--- src/rtl/regfile_wb_multiport_pkg.sv ---
// Shared definitions for the multi-port register file with registered write-back.
//   wb_state_t      : write-back controller state (IDLE, WAIT_MEM)
//   ZERO_ADDR       : address of the hard-wired zero register
//   DEF_DATA_W      : default register width
//   DEF_ADDR_W      : default address width (depth = 2**ADDR_W)
//   DEF_LINK_ADDR   : default jal link destination
package regfile_wb_multiport_pkg;

  typedef enum logic {
    IDLE     = 1'b0,
    WAIT_MEM = 1'b1
  } wb_state_t;

  localparam int ZERO_ADDR     = 0;
  localparam int DEF_DATA_W    = 32;
  localparam int DEF_ADDR_W    = 5;
  localparam int DEF_LINK_ADDR = 31;

endpackage

--- src/rtl/regfile_wb_multiport_rf_read_port.sv ---
// One read port of the register file: zero-register force, then stage bypass,
// then the array value.
//   rd_addr   : address presented by decode
//   arr_data  : array contents at rd_addr
//   wb_valid  : write-back stage holds a pending write
//   wb_addr   : write-back stage destination
//   wb_data   : write-back stage data
//   rd_data   : resolved read data (combinational)
module rf_read_port
  import regfile_wb_multiport_pkg::*;
#(
  parameter int DATA_W   = DEF_DATA_W,
  parameter int ADDR_W   = DEF_ADDR_W,
  parameter int ZERO_REG = 1
) (
  input  logic [ADDR_W-1:0] rd_addr,
  input  logic [DATA_W-1:0] arr_data,
  input  logic              wb_valid,
  input  logic [ADDR_W-1:0] wb_addr,
  input  logic [DATA_W-1:0] wb_data,
  output logic [DATA_W-1:0] rd_data
);

  localparam logic [ADDR_W-1:0] ZERO_A = ADDR_W'(ZERO_ADDR);

  // The stage register is newer than the array, so it wins on an address hit.
  always_comb begin
    rd_data = arr_data;
    if ((ZERO_REG != 0) && (rd_addr == ZERO_A)) begin
      rd_data = '0;
    end else if (wb_valid && (wb_addr == rd_addr)) begin
      rd_data = wb_data;
    end
  end

endmodule

--- src/rtl/regfile_wb_multiport.sv ---
// Parametrised register file with a registered write-back stage, NUM_RD
// combinational read ports with stage-to-read bypass, and a load handshake.
//   clock, reset : single clock, synchronous active-high reset
//   rd_addr      : packed read addresses, port k at [k*ADDR_W +: ADDR_W]
//   rd_data      : packed read data, port k at [k*DATA_W +: DATA_W]
//   wr_req       : request write-back this cycle
//   wr_jal       : jal link write (dest LINK_ADDR, data opcplus4)
//   wr_dst_sel   : 1 selects wr_rd, 0 selects wr_rt
//   wr_mem       : data from mem_data instead of alu_result
//   wr_rt, wr_rd : destination fields
//   alu_result, mem_data, mem_valid, opcplus4 : write-back sources
//   stall        : waiting for mem_valid; upstream holds its inputs
//   wb_valid, wb_addr, wb_data : write-back stage register contents
module regfile_wb_multiport
  import regfile_wb_multiport_pkg::*;
#(
  parameter int DATA_W    = DEF_DATA_W,
  parameter int ADDR_W    = DEF_ADDR_W,
  parameter int NUM_RD    = 2,
  parameter int ZERO_REG  = 1,
  parameter int LINK_ADDR = DEF_LINK_ADDR
) (
  input  logic                     clock,
  input  logic                     reset,
  input  logic [NUM_RD*ADDR_W-1:0] rd_addr,
  output logic [NUM_RD*DATA_W-1:0] rd_data,
  input  logic                     wr_req,
  input  logic                     wr_jal,
  input  logic                     wr_dst_sel,
  input  logic                     wr_mem,
  input  logic [ADDR_W-1:0]        wr_rt,
  input  logic [ADDR_W-1:0]        wr_rd,
  input  logic [DATA_W-1:0]        alu_result,
  input  logic [DATA_W-1:0]        mem_data,
  input  logic                     mem_valid,
  input  logic [DATA_W-1:0]        opcplus4,
  output logic                     stall,
  output logic                     wb_valid,
  output logic [ADDR_W-1:0]        wb_addr,
  output logic [DATA_W-1:0]        wb_data
);

  localparam int                DEPTH  = 2 ** ADDR_W;
  localparam logic [ADDR_W-1:0] LINK_A = ADDR_W'(LINK_ADDR);
  localparam logic [ADDR_W-1:0] ZERO_A = ADDR_W'(ZERO_ADDR);

  function automatic logic [ADDR_W-1:0] sel_dest(
    input logic              jal,
    input logic              dst_sel,
    input logic [ADDR_W-1:0] rt,
    input logic [ADDR_W-1:0] rd
  );
    if (jal)          return LINK_A;
    else if (dst_sel) return rd;
    else              return rt;
  endfunction

  function automatic logic [DATA_W-1:0] sel_src(
    input logic              jal,
    input logic              mem,
    input logic [DATA_W-1:0] link,
    input logic [DATA_W-1:0] mdata,
    input logic [DATA_W-1:0] alu
  );
    if (jal)      return link;
    else if (mem) return mdata;
    else          return alu;
  endfunction

  logic [DATA_W-1:0] arr [DEPTH];

  wb_state_t         state_p1, state_nx;
  logic [ADDR_W-1:0] pend_addr_p1, pend_addr_nx;
  logic              vld_p1;
  logic [ADDR_W-1:0] addr_p1;
  logic [DATA_W-1:0] data_p1;

  logic              cap_vld;
  logic [ADDR_W-1:0] cap_addr;
  logic [DATA_W-1:0] cap_data;
  logic [ADDR_W-1:0] dest;
  logic [DATA_W-1:0] src;

  assign dest = sel_dest(wr_jal, wr_dst_sel, wr_rt, wr_rd);
  assign src  = sel_src(wr_jal, wr_mem, opcplus4, mem_data, alu_result);

  // jal ignores wr_mem: the link value is always available, so it never waits.
  always_comb begin
    state_nx     = state_p1;
    pend_addr_nx = pend_addr_p1;
    cap_vld      = 1'b0;
    cap_addr     = pend_addr_p1;
    cap_data     = mem_data;
    case (state_p1)
      IDLE: begin
        if (wr_req) begin
          if (wr_jal || !wr_mem || mem_valid) begin
            cap_vld  = 1'b1;
            cap_addr = dest;
            cap_data = src;
          end else begin
            pend_addr_nx = dest;
            state_nx     = WAIT_MEM;
          end
        end
      end
      WAIT_MEM: begin
        if (mem_valid) begin
          cap_vld  = 1'b1;
          state_nx = IDLE;
        end
      end
      default: state_nx = IDLE;
    endcase
    // A write aimed at the hard-wired zero register is dropped here so it never
    // reaches the stage (and so never bypasses or commits).
    if ((ZERO_REG != 0) && (cap_addr == ZERO_A)) begin
      cap_vld = 1'b0;
    end
  end

  // Stage p1: controller state, pending load destination, write-back register.
  always_ff @(posedge clock) begin
    if (reset) begin
      state_p1     <= IDLE;
      pend_addr_p1 <= '0;
      vld_p1       <= 1'b0;
      addr_p1      <= '0;
      data_p1      <= '0;
    end else begin
      state_p1     <= state_nx;
      pend_addr_p1 <= pend_addr_nx;
      vld_p1       <= cap_vld;
      if (cap_vld) begin
        addr_p1 <= cap_addr;
        data_p1 <= cap_data;
      end
    end
  end

  // Stage p2: commit of the stage register into the array.
  always_ff @(posedge clock) begin
    if (reset) begin
      for (int i = 0; i < DEPTH; i++) begin
        arr[i] <= '0;
      end
    end else if (vld_p1) begin
      arr[addr_p1] <= data_p1;
    end
  end

  assign stall    = (state_p1 == WAIT_MEM);
  assign wb_valid = vld_p1;
  assign wb_addr  = addr_p1;
  assign wb_data  = data_p1;

  for (genvar k = 0; k < NUM_RD; k++) begin : g_rd
    logic [ADDR_W-1:0] a;
    assign a = rd_addr[k*ADDR_W +: ADDR_W];

    rf_read_port #(
      .DATA_W   (DATA_W),
      .ADDR_W   (ADDR_W),
      .ZERO_REG (ZERO_REG)
    ) u_rd (
      .rd_addr  (a),
      .arr_data (arr[a]),
      .wb_valid (vld_p1),
      .wb_addr  (addr_p1),
      .wb_data  (data_p1),
      .rd_data  (rd_data[k*DATA_W +: DATA_W])
    );
  end

endmodule

--- config.mk ---
export PLATFORM = sky130hd
export DESIGN_NAME = regfile_wb_multiport
export DESIGN_NICKNAME = d
export VERILOG_FILES = /design/src/rtl/regfile_wb_multiport_pkg.sv /design/src/rtl/regfile_wb_multiport_rf_read_port.sv /design/src/rtl/regfile_wb_multiport.sv
export SDC_FILE = /design/constraint.sdc
export NUM_CORES = 2
export LEC_CHECK = 0
export ABC_CLOCK_PERIOD_IN_PS = 1900
export BUFFER_PORTS_ARGS = -buffer_cell sky130_fd_sc_hd__buf_2
export CORE_MARGIN = 4
export CORE_UTILIZATION = 30
export DETAILED_ROUTE_END_ITERATION = 12
export PLACE_DENSITY = 0.56
export RECOVER_POWER = 25
export SYNTH_ARGS = -nofsm -noshare
export SYNTH_HDL_FRONTEND = slang
export SYNTH_SLANG_ARGS = --single-unit
--- constraint.sdc ---
create_clock -name clock -period 1.9 [get_ports clock]
set_input_delay 0.285 -clock clock [delete_from_list [all_inputs] [get_ports clock]]
set_output_delay 0.285 -clock clock [all_outputs]
set_load 0.1 [all_outputs]
**Yosys cells after proc, flatten, opt, wreduce, memory -nomap -nowiden**

Memory sizes are Yosys's and may differ from the RTL's.
Cells that the tools add are included.
Widths: inputs -> output; s select.

- Multiplexer cells: 31
- Reduce and logical (&&, ||, !) cells: 10
- Bitwise gates (word level): 2
- Equal/unequal tests: 2

Operator list:

| operator | number |
|---|---|
| $mux 32 | 10 |
| $reduce_or 32->1 | 1 |
| $mux 5 | 6 |
| $logic_not 5->1 | 3 |
| $mux 1 | 13 |
| $eq 5x5->1 | 2 |
| $pmux 1 s2 | 2 |
| $reduce_and 3->1 | 1 |
| $logic_and 1x1->1 | 2 |
| $logic_or 1x1->1 | 2 |
| $not 1->1 | 2 |
| $logic_not 1->1 | 1 |

- Memories kept: 1
- Output and inout port bits: 103
- Register bits: 44
- Bits in writable memories: 1024
- Logic and storage cells: 51
- Input bits: 123

Memory list:

| name | words | width | read ports | clocked after memory_dff | write ports | line | text |
|---|---|---|---|---|---|---|---|
| arr | 32 | 32 | 2 | 0 | 32 | regfile_wb_multiport.sv:70 | `logic [DATA_W-1:0] arr [DEPTH];` |

**Logic depth before layout (Yosys ltp)**

- Depth in word-level cells: 8
- Mapped depth: 10

**Modules after synthesis**

From an unflattened synthesis, not the netlist that was laid out.

- Cells, all modules: 3947
- Area, all modules: 58506.1 µm²

Modules (own cells, without submodules):

| module | times used | cells each | area an instance (µm²) | sequential area each (µm²) |
|---|---|---|---|---|
| regfile_wb_multiport | 1 | 3701 | 57214.9 | 31630.3 |
| rf_read_port | 2 | 123 | 645.6 | 0.0 |

**Worst setup path after synthesis**

Ideal clock, no wire load.

- Path type: register to output
- Start: register addr_p1[3] (netlist: wb_addr[3])
- End: output port rd_data[25]
- Required time: 1615 ps
- Arrival time: 3718 ps
- Cell stages (with the launch flop): 8
- Path slack: -2103 ps
- Cells stage by stage: dfxtp_1 > clkbuf_1 > xor2_1 > nor4_1 > nand3_1 > buf_2 > clkbuf_1 > a31oi_1

- Longest elaborated chain between the ends: 4

Ends and longest elaborated chain:

| item | line | text |
|---|---|---|
| start, declared | regfile_wb_multiport.sv:75 | `logic [ADDR_W-1:0] addr_p1;` |
| start signal, assigned | regfile_wb_multiport.sv:135 | `addr_p1 <= cap_addr;` |
| $eq 5x5->1 | regfile_wb_multiport_rf_read_port.sv:31 | `end else if (wb_valid && (wb_addr == rd_addr)) begin` |
| $logic_and 1x1->1 | regfile_wb_multiport_rf_read_port.sv:31 |  |
| $mux 32 | regfile_wb_multiport_rf_read_port.sv:31 |  |
| $mux 32 | regfile_wb_multiport_rf_read_port.sv:29 | `if ((ZERO_REG != 0) && (rd_addr == ZERO_A)) begin` |
| end, declared | regfile_wb_multiport.sv:26 | `output logic [NUM_RD*DATA_W-1:0] rd_data,` |

No other way between the ends.

**Worst setup path in the final report**

- Start: register addr_p1[2] (netlist: wb_addr[2])
- End: output port rd_data[10]

The elaborated chain is that of the path after synthesis.

==> summary.txt <==
Power
  • Cell internal pwr: approximately 0.045 W
  • Combinational fraction of design power: 0.202
  • Worst vdd ir: ~0.00065 V
  • Clock power share: 0.363
  • Net Sw Power: roughly 0.018 W
  • Sw frac: 0.284
  • P_leak: 29.4 nW
  • Power Density: between 800 and 900 mW/mm^2
  • Total Power: around 0.063 W
  • Sequential Power Share: 0.435

Yosys
  • EDFF count, synth: between 1000 and 1500
  • Synthesized area per cell: about 14 sq um
  • Seq/Total Area, Yosys: 0.548
  • Distinct cells, synth: 68
  • Async S/R FF share, synth: 0
  • Share of Yosys cell area claimed by the top area cell type: 0.532
  • Largest area contributor in the netlist: edfxtp_1
  • Netlist Area Pre-Place: roughly 0.058 sq mm
  • Post-Syn Instances: 4202
  • Yosys reg bits: ~1100
  • Synth warn: 0
  • Synth area leaders: edfxtp_1 53%, mux4_2 15%, and2_1 11%, mux2i_1 3.0%, o22ai_1 1.9%
  • Primary FF master, synth: edfxtp_1
  • Post-Syn Nets: 4325

Layout
  • FF/Latch Area: about 0.032 sq mm
  • Final instance area: just under 0.08 sq mm
  • Fill cells: around 17000
  • Cell Count, Final, Fillers Out: about 7700
  • Synth-to-Final Area Change: 34.7%
  • Fin nets: between 5000 and 6000
  • Multi-input logic area: ~0.025 sq mm
  • Layout cells sized above 1: 0.399

Detailed routing
  • 1st-iter DRT viols: ~5900
  • Final antenna-violating net count: 0
  • Post-DR wirelength/cell: between 30 and 40 um
  • DRC errors left: 0
  • First-pass detailed-route iteration total: 5
  • Vias: 43100
  • Final Routed Wirelength: roughly 240000 um
  • Vias/cell: approximately 5.6

Clocking
  • Insertion delay to the later sink of the worst-skew pair: approximately 0.76 ns
  • Clock slew at reported path FFs: approximately 0.06 ns
  • CTS tree: done
  • CTS Buf Count: 115
  • Clock Path Buffers: 3
  • H-tree depth: 3
  • Sink Count: approximately 1100
  • Root Driver: clkbuf_16

Critical path
  • Crit path max fanout: 8
  • Critical path type: register to output port
  • Crit path DAT: 2.97 ns
  • Startpoint types: register
  • Nature of the critical path endpoint: output port
  • Critical path data required time: between 1.5 and 2 ns

Die
  • Initial Util: 0.303
  • Core box area: between 0.15 and 0.2 sq mm
  • Die height: around 450 um
  • Site row count: between 150 and 200
  • DIE AREA: around 0.20 sq mm
  • Top Ports: around 230
  • Die width: between 400 and 500 um

Timing
  • F_max: 307 MHz
  • Fin crit share: 1.71
  • Worst-Margin Slew: about 1.2 ns
  • Slew Limit Fails: 0
  • Final hold violations: 0
  • Fin Hold WS: around 0.044 ns
  • Final TNS setup: -296.29 ns
  • Clock skew after layout: ~0.034 ns
  • Worst Slack Setup Final: -1.35 ns
  • Worst relative slew slack: 0.222
  • RSZ-0062 raised after global routing: true
  • Post-route minimum period: roughly 3.3 ns
  • Final setup viols: 1922

Placement
  • DP HPWL: about 170000 um
  • IO Port Bufs: around 230
  • Placer Congestion: roughly 0.97
  • Dpl cells: around 7300
  • Placed Instance Area: slightly above 0.07 sq mm

Global route
  • GR Util All Layers: 0.235
  • First-pass GRT wire length: approximately 330000 um
  • GRT overflow: 0
  • Largest net degree at the start of global routing: between 70 and 80
  • Number of global-route vias before repair: about 43000
  • Antenna violations before repair: 22

Run
  • Max Cap Viol: 0

Min path
  • Worst hold path type: input port to register

Status
  • Violated checks: negative setup slack
  • Status: finished with violations
## sequential cells by signal, summed over array words and instances, names as in the netlist
signal	count
arr	1024
pend_addr_p1	5
stall	1
wb_addr	5
wb_data	32
wb_valid	1
## synthesized netlist by cell type, types with 7 or more instances
| cell type | count |
|---|---|
| a211o_1 | 7 |
| mux2_2 | 60 |
| a21oi_1 | 77 |
| buf_4 | 42 |
| o22ai_1 | 173 |
| nor2b_1 | 21 |
| inv_1 | 36 |
| dfxtp_1 | 44 |
| nand2_2 | 29 |
| and3_1 | 8 |
| nor3_1 | 13 |
| o22a_1 | 8 |
| buf_2 | 62 |
| clkbuf_1 | 284 |
| buf_6 | 23 |
| nand3_1 | 28 |
| a211oi_1 | 18 |
| mux4_2 | 394 |
| a221oi_1 | 42 |
| nor4_1 | 7 |
| o21ai_1 | 16 |
| mux2i_1 | 171 |
| o221ai_1 | 32 |
| a32o_1 | 32 |
| o21ai_0 | 56 |
| a21oi_2 | 28 |
| and2_1 | 1027 |
| buf_1 | 24 |
| a22oi_1 | 30 |
| buf_12 | 7 |
| edfxtp_1 | 1024 |
| nand2b_1 | 7 |
| o211ai_1 | 18 |
| nor2_1 | 173 |
| or2_2 | 35 |
| nand2_1 | 69 |
## power groups by stage
stage / clock network, W / registers (W) / logic (W)
floorplan: 0 / 0.0278 / 0.00608
global placement: 0 / 0.0276 / 0.0118
detailed placement: 0 / 0.0277 / 0.0118
CTS: 0.0230 / 0.0272 / 0.0125
global route: 0.0238 / 0.0273 / 0.0130
finish: 0.0227 / 0.0272 / 0.0126
## layout by cell type (no fill, tap or decap), drive strengths merged, types with 44 or more instances in the layout
cell and n:
nand2 98, clkinv 50, buf 1136, dfxtp 44, and2 1027, o22ai 174, clkbuf 160, mux2 62
mux4 394, o21ai 72, edfxtp 1024, mux2i 171, a21oi 105, nor2 174
## area by class of cell
class                      instances  share of cell area
inverter                          37             0.00182
multi-input combinational       2654               0.325
clock buffer                     147              0.0403
antenna                           10            0.000322
timing repair buffer            1193               0.177
clock inverter                    66             0.00740
tap                             2511              0.0404
sequential                      1068               0.408
## worst max-delay path, stage by stage (launching register included)
cell and delay, ns:
dfxtp_4 0.38, xor2_1 0.16, nor4_2 0.30, buf_4 0.18
nand3_4 0.17, buf_6 0.22, buf_12 0.14, o311ai_4 0.06
a21oi_2 0.07, a211o_4 0.35, buf_12 0.18
## final timing paths
path | depth (start not counted) | startpoint | to | slack [ns]
max | 10 | wb_addr[2] | rd_data[10] | -1.35
min | 5 | opcplus4[10] | wb_data[10] | 0.04
max reg2reg | 8 | wb_addr[2] | arr[27][24] | -0.31
min reg2reg | 2 | wb_data[7] | wb_data[7] | 0.48
## per-layer routing
layer | up-vias | GRT usage | share of wire
li1 | 17800 | - | -
met1 | 22200 | 0.318 | 0.39
met2 | 2598 | 0.364 | 0.45
met3 | 499 | 0.0438 | 0.10
met4 | 0 | 0.114 | 0.057
met5 | - | 0 | 0
## what timing repair did
action                                  4_1_cts  5_1_grt
resized for setup                           226       64
hold buffers                                 40        0
pin swaps                                    60       24
setup buffers                                87       27
hold endpoints to repair                     30        0
endpoints found under the setup margin     1358     1682
cloned                                       27        5
## cells by family after synthesis
family	synth area share
buffers and inverters	0.0404
and+or+nand+nor	0.147
DFF	0.548
AOI/OAI and AO/OA	0.0687
xor gates and xnor gates	0.00152
muxes	0.195
## through the flow
stage | util | setup WS (ns)
floorplan | - | -0.561
global placement | 0.372 | -1.23
detailed placement | 0.372 | -1.25
CTS | 0.406 | -1.34
global route | 0.408 | -1.44
finish | 0.408 | -1.35
No activity file was read; power rests on OpenSTA's default activity.
